$ cat config.mk
export PLATFORM = sky130hd
export DESIGN_NAME = quad_encoder_tx
export DESIGN_NICKNAME = d
export VERILOG_FILES = /design/src/rtl/quad_pkg.sv /design/src/rtl/quad_encoder_tx_step_timer.sv /design/src/rtl/quad_encoder_tx.sv
export SDC_FILE = /design/constraint.sdc
export NUM_CORES = 1
export LEC_CHECK = 0
export CAP_MARGIN = 20
export CELL_PAD_IN_SITES_DETAIL_PLACEMENT = 0
export CELL_PAD_IN_SITES_GLOBAL_PLACEMENT = 1
export CORE_MARGIN = 2
export CORE_UTILIZATION = 43
export CTS_BUF_LIST = sky130_fd_sc_hd__clkbuf_8
export CTS_CLUSTER_SIZE = 30
export DETAILED_ROUTE_END_ITERATION = 16
export GPL_TIMING_DRIVEN = 1
export HOLD_SLACK_MARGIN = 0.1
export PLACE_DENSITY = 0.87
export SYNTH_ARGS = -nofsm -noshare
export SYNTH_HDL_FRONTEND = slang
export SYNTH_SLANG_ARGS = --single-unit
$ cat constraint.sdc
create_clock -name clk -period 2.4 [get_ports clk]
set_input_delay 0.72 -clock clk [delete_from_list [all_inputs] [get_ports clk]]
set_output_delay 0.72 -clock clk [all_outputs]
set_load 0.01 [all_outputs]
$ cat src/rtl/quad_pkg.sv
// quad_pkg: quadrature phase type, Gray-sequence helpers and direction encoding
package quad_pkg;
    typedef logic [1:0] phase_t;
    typedef enum logic {IDLE, RUN} state_t;
    localparam phase_t PH_00 = 2'b00;
    localparam phase_t PH_10 = 2'b10;
    localparam phase_t PH_11 = 2'b11;
    localparam phase_t PH_01 = 2'b01;
    localparam logic DIR_FWD = 1'b1;
    localparam logic DIR_REV = 1'b0;
    function automatic phase_t next_fwd(input phase_t p);
        return {~p[0], p[1]};
    endfunction
    function automatic phase_t next_rev(input phase_t p);
        return {p[0], ~p[1]};
    endfunction
endpackage

$ cat src/rtl/quad_encoder_tx_step_timer.sv
// step_timer: reloadable down-counter that flags when the inter-edge interval has elapsed
module step_timer #(
    parameter int STEP_CYCLES = 2500,
    localparam int TW = (STEP_CYCLES > 1) ? $clog2(STEP_CYCLES) : 1
) (
    input  logic clk,
    input  logic rst_n,
    input  logic load,
    input  logic en,
    output logic zero
);
    localparam logic [TW-1:0] RELOAD = TW'(STEP_CYCLES - 1);
    logic [TW-1:0] count_q, count_d;
    always_comb count_d = load ? RELOAD : (en && count_q != '0) ? count_q - TW'(1) : count_q;
    always_ff @(posedge clk) begin
        if (!rst_n) count_q <= '0;
        else        count_q <= count_d;
    end
    assign zero = (count_q == '0);
endmodule

$ cat src/rtl/quad_encoder_tx.sv
// quad_encoder_tx: emits a Gray-coded A/B step sequence on command and tracks absolute position
module quad_encoder_tx
    import quad_pkg::*;
#(
    parameter int STEP_CYCLES = 2500,
    parameter int CNT_W       = 8,
    parameter int POS_W       = 10
) (
    input  logic             clk,
    input  logic             rst_n,
    input  logic             cmd_valid,
    output logic             cmd_ready,
    input  logic             cmd_dir,
    input  logic [CNT_W-1:0] cmd_steps,
    input  logic             cmd_abort,
    output logic             a,
    output logic             b,
    output logic             busy,
    output logic [POS_W-1:0] pos
);
    state_t             state_q, state_d;
    phase_t             phase_q, phase_d;
    logic               dir_q, dir_d;
    logic [CNT_W-1:0]   rem_q, rem_d;
    logic [POS_W-1:0]   pos_q, pos_d;
    logic               accept, fire, last, t_zero, t_load, t_en;

    step_timer #(.STEP_CYCLES(STEP_CYCLES)) u_timer (
        .clk  (clk),
        .rst_n(rst_n),
        .load (t_load),
        .en   (t_en),
        .zero (t_zero)
    );

    // Abort outranks a due edge, so fire is suppressed whenever cmd_abort is high in RUN.
    always_comb begin
        accept  = (state_q == IDLE) && cmd_valid && (cmd_steps != '0);
        fire    = (state_q == RUN) && t_zero && !cmd_abort;
        last    = (rem_q == CNT_W'(1));
        t_load  = accept || (fire && !last);
        t_en    = (state_q == RUN);
        state_d = accept ? RUN
                : ((state_q == RUN) && (cmd_abort || (fire && last))) ? IDLE
                : state_q;
        dir_d   = accept ? cmd_dir : dir_q;
        rem_d   = accept ? cmd_steps : fire ? rem_q - CNT_W'(1) : rem_q;
        phase_d = !fire ? phase_q : (dir_q == DIR_FWD) ? next_fwd(phase_q) : next_rev(phase_q);
        pos_d   = !fire ? pos_q : (dir_q == DIR_FWD) ? pos_q + POS_W'(1) : pos_q - POS_W'(1);
    end

    always_ff @(posedge clk) begin
        if (!rst_n) begin
            state_q <= IDLE;
            phase_q <= PH_00;
            dir_q   <= DIR_FWD;
            rem_q   <= '0;
            pos_q   <= '0;
        end else begin
            state_q <= state_d;
            phase_q <= phase_d;
            dir_q   <= dir_d;
            rem_q   <= rem_d;
            pos_q   <= pos_d;
        end
    end

    assign a         = phase_q[1];
    assign b         = phase_q[0];
    assign cmd_ready = (state_q == IDLE);
    assign busy      = !cmd_ready;
    assign pos       = pos_q;
endmodule

==> results.cfg <==
[status]
status = complete, no violations

[yosys]
ys_ff_latch = 34
synth_xor_area_frac = 0.07504
syn_area_mm2 = 0.002101
yosysWarnings = 0
syn_nets = 274
synth_fa_ha_area_frac = 0.08100
synth.distinct_cells = 53
synth-edff-count = 0
synth-compound-area-share = 0.2061
synth_seq_area_share = 0.3240
synth_top_area_frac = 0.3240
synthCells = 248
synth_ff_type = dfxtp_1
yosys.area.top_type = dfxtp_1
synthTopCellsByCount = 34 x dfxtp_1, 24 x nand2_1, 23 x nor2_1
synth_top_family_by_area = simple AND/OR/NAND/NOR gates
synthArstFlopShare = 0
synth.most_common_cell = dfxtp_1
syn_avg_cell_area_um2 = 8.471
synthTopCellsByArea = dfxtp_1 32%, ha_1 7.1%, xnor2_1 6.3%, a21boi_0 5.0%, nand2_1 4.3%
yosys-mux-area-fraction = 0.004765
synth-simple-area-share = 0.2740

[die]
dieArea_mm2 = 0.005460
core_mm2 = 0.004723
num_rows = 25
start_util = 0.4448
dieWidth_um = 73.90
ios = 27
die_y_um = 73.90

[routing]
via_per_inst = 5.317
vias = 1893
first_iter_violations = 75
postRouteAntennaNets = 0
first_pass_iters = 4
wl_per_cell_um = 13.83
drc_errors = 0
postRouteWirelength_um = 4924

[placement]
io_buffer_count = 26
place_congestion = 0.7856
hpwl_um = 3511

[job]
max-cap-violations = 0

[sta]
hold_ws_ns = 0.4909
finalHoldViolations = 0
rsz0062_at_grt = no
min_period_over_period = 0.9186
slew_headroom = 0.6453
tightest_slew_ns = 0.5320
slew_viol_final = 0
fmax_ghz = 0.4536
finalSetupViolations = 0
period_needed_ns = 2.205
skew_ns = 0.007393

[worst_setup_path]
crit_fanout = 4
crit_type = input pin to flip-flop
critPathLaunchType = input pin
cp.arrival_ns = 2.40
critPathSlowestCell = clkdlybuf4s50_1
cp-end-kind = flip-flop
cpPeakStageDelay_ns = 0.42
required_ns = 2.60
path_cells = clkdlybuf4s50_1, nor4bb_1, and4_1, buf_4, nand3_1, mux2i_1, o21ai_0, o31ai_1

[clock_tree]
post-cts-setup-buffer-count = 0
cts_root_buf = clkbuf_8
htree_levels = 2
clk_latency_ns = 0.28
clock-sinks = 34
cts_tree = done
cts_buffers = 5
hold_buffers = 0
clk_path_buf_depth = 2
cts_resized = 0
cts.clk_slew.worst_paths_ns = 0.07

[finish]
nNetsFinal = 314
utilization = 0.5547
layout-drive-gt1-share = 0.1280
fill_cells = 450
syn2layout_area_growth_pct = 24.72
num_antenna_cells = 0

[global_route]
grt.overflow.total = 0
antenna_found_initial = 0
grt_start_max_net_pins = 36
grtUsageTotal = 0.1976
grt_pass1_wl_um = 8286
grt_pass1_vias = 1824

[power_and_ir_drop]
pwr-share-seq = 0.470
swShare = 0.2879
p_int_mw = 0.9581
leakage_nw = 0.9980
p_comb_frac = 0.209
pwr-share-clk = 0.321
p_switching_mw = 0.3873
vdd_drop_max_v = 0.0004001
power_density_mw_per_mm2 = 513.5

[min_path]
hp-class = flip-flop to flip-flop
==> worst max-delay path, delay by kind of cell <==
| family | cells | cell delay (ns) |
|---|---|---|
| compound gates | 2 | 0.19 |
| buf+inv | 2 | 0.58 |
| mux | 1 | 0.18 |
| simple gates | 3 | 0.74 |
==> logic make-up (layout without fill, tap and decap cells) <==
| logic type | Yosys count | after routing |
|---|---|---|
| and+or+nand+nor | 104 | 104 |
| AOI/OAI and AO/OA | 60 | 60 |
| DFF | 34 | 34 |
| xor gates and xnor gates | 18 | 18 |
| buffers and inverters | 18 | 59 |
| adders and majority gates | 13 | 13 |
| muxes | 1 | 1 |
==> metal layers <==
layer  global-route usage  wire length, um  vias up
li1                     -                -      975
met1               0.2559             2383      885
met2               0.3343             2329       29
met3              0.03704              173        4
met4              0.05455               38        0
met5                    0                0        -
==> path summary, 6_finish.rpt <==
path	from	endpoint	slack, ns	cells past startpoint
min	rem_q[5]	rem_q[5]	0.49	2
max	cmd_abort	pos[9]	0.20	8
max reg2reg	dir_q	pos[8]	0.22	8
min reg2reg	rem_q[5]	rem_q[5]	0.49	2
==> layout make-up <==
cell class | instances | area [um^2] | area share
tap | 67 | 83.83 | 0.03200
clock buffer | 6 | 82.58 | 0.03152
clock inverter | 2 | 8.758 | 0.003343
inverter | 8 | 30.03 | 0.01146
timing repair buffer | 43 | 387.9 | 0.1480
sequential | 34 | 680.7 | 0.2598
multi-input combinational | 196 | 1346 | 0.5138
==> state kept, by name (all words and copies together), names as in the netlist <==
register / flops
dir_q: 1
pos: 10
busy: 1
rem_q: 8
u_timer.count_q: 12
phase_q: 2
==> power groups by stage <==
stage	clock network, mW	logic (mW)	registers [mW]
floorplan	0	0.192	0.635
global placement	0	0.273	0.642
detailed placement	0	0.279	0.643
CTS	0.444	0.281	0.632
global route	0.470	0.314	0.637
finish	0.432	0.281	0.633
==> cell usage in the layout (no fill, tap or decap), types with 7 or more instances in the layout <==
cell,count
dfxtp_1,34
clkdlybuf4s50_1,26
nand2_1,24
nor2_1,23
buf_4,17
xnor2_1,15
a21boi_0,14
ha_1,12
o21ai_0,10
nand3_1,10
inv_1,9
a21oi_1,9
nor3_1,8
nor4_1,7
==> through the flow <==
stage / setup TNS, ns / instances / setup slack (ns) / power, mW / cell area, um^2
after CTS: 0 / 356 / 0.1921 / 1.357 / 2620
after detailed placement: -0.1634 / 348 / -0.08785 / 0.9225 / 2529
final: 0 / 356 / 0.1955 / 1.345 / 2620
after global placement: -0.02096 / 348 / -0.01442 / 0.9153 / 2529
after global routing: 0 / 356 / 0.05980 / 1.421 / 2620
after floorplan: 0 / 248 / 0.2230 / 0.8275 / 2101
Note: power is estimated with default switching activity, not from simulation.
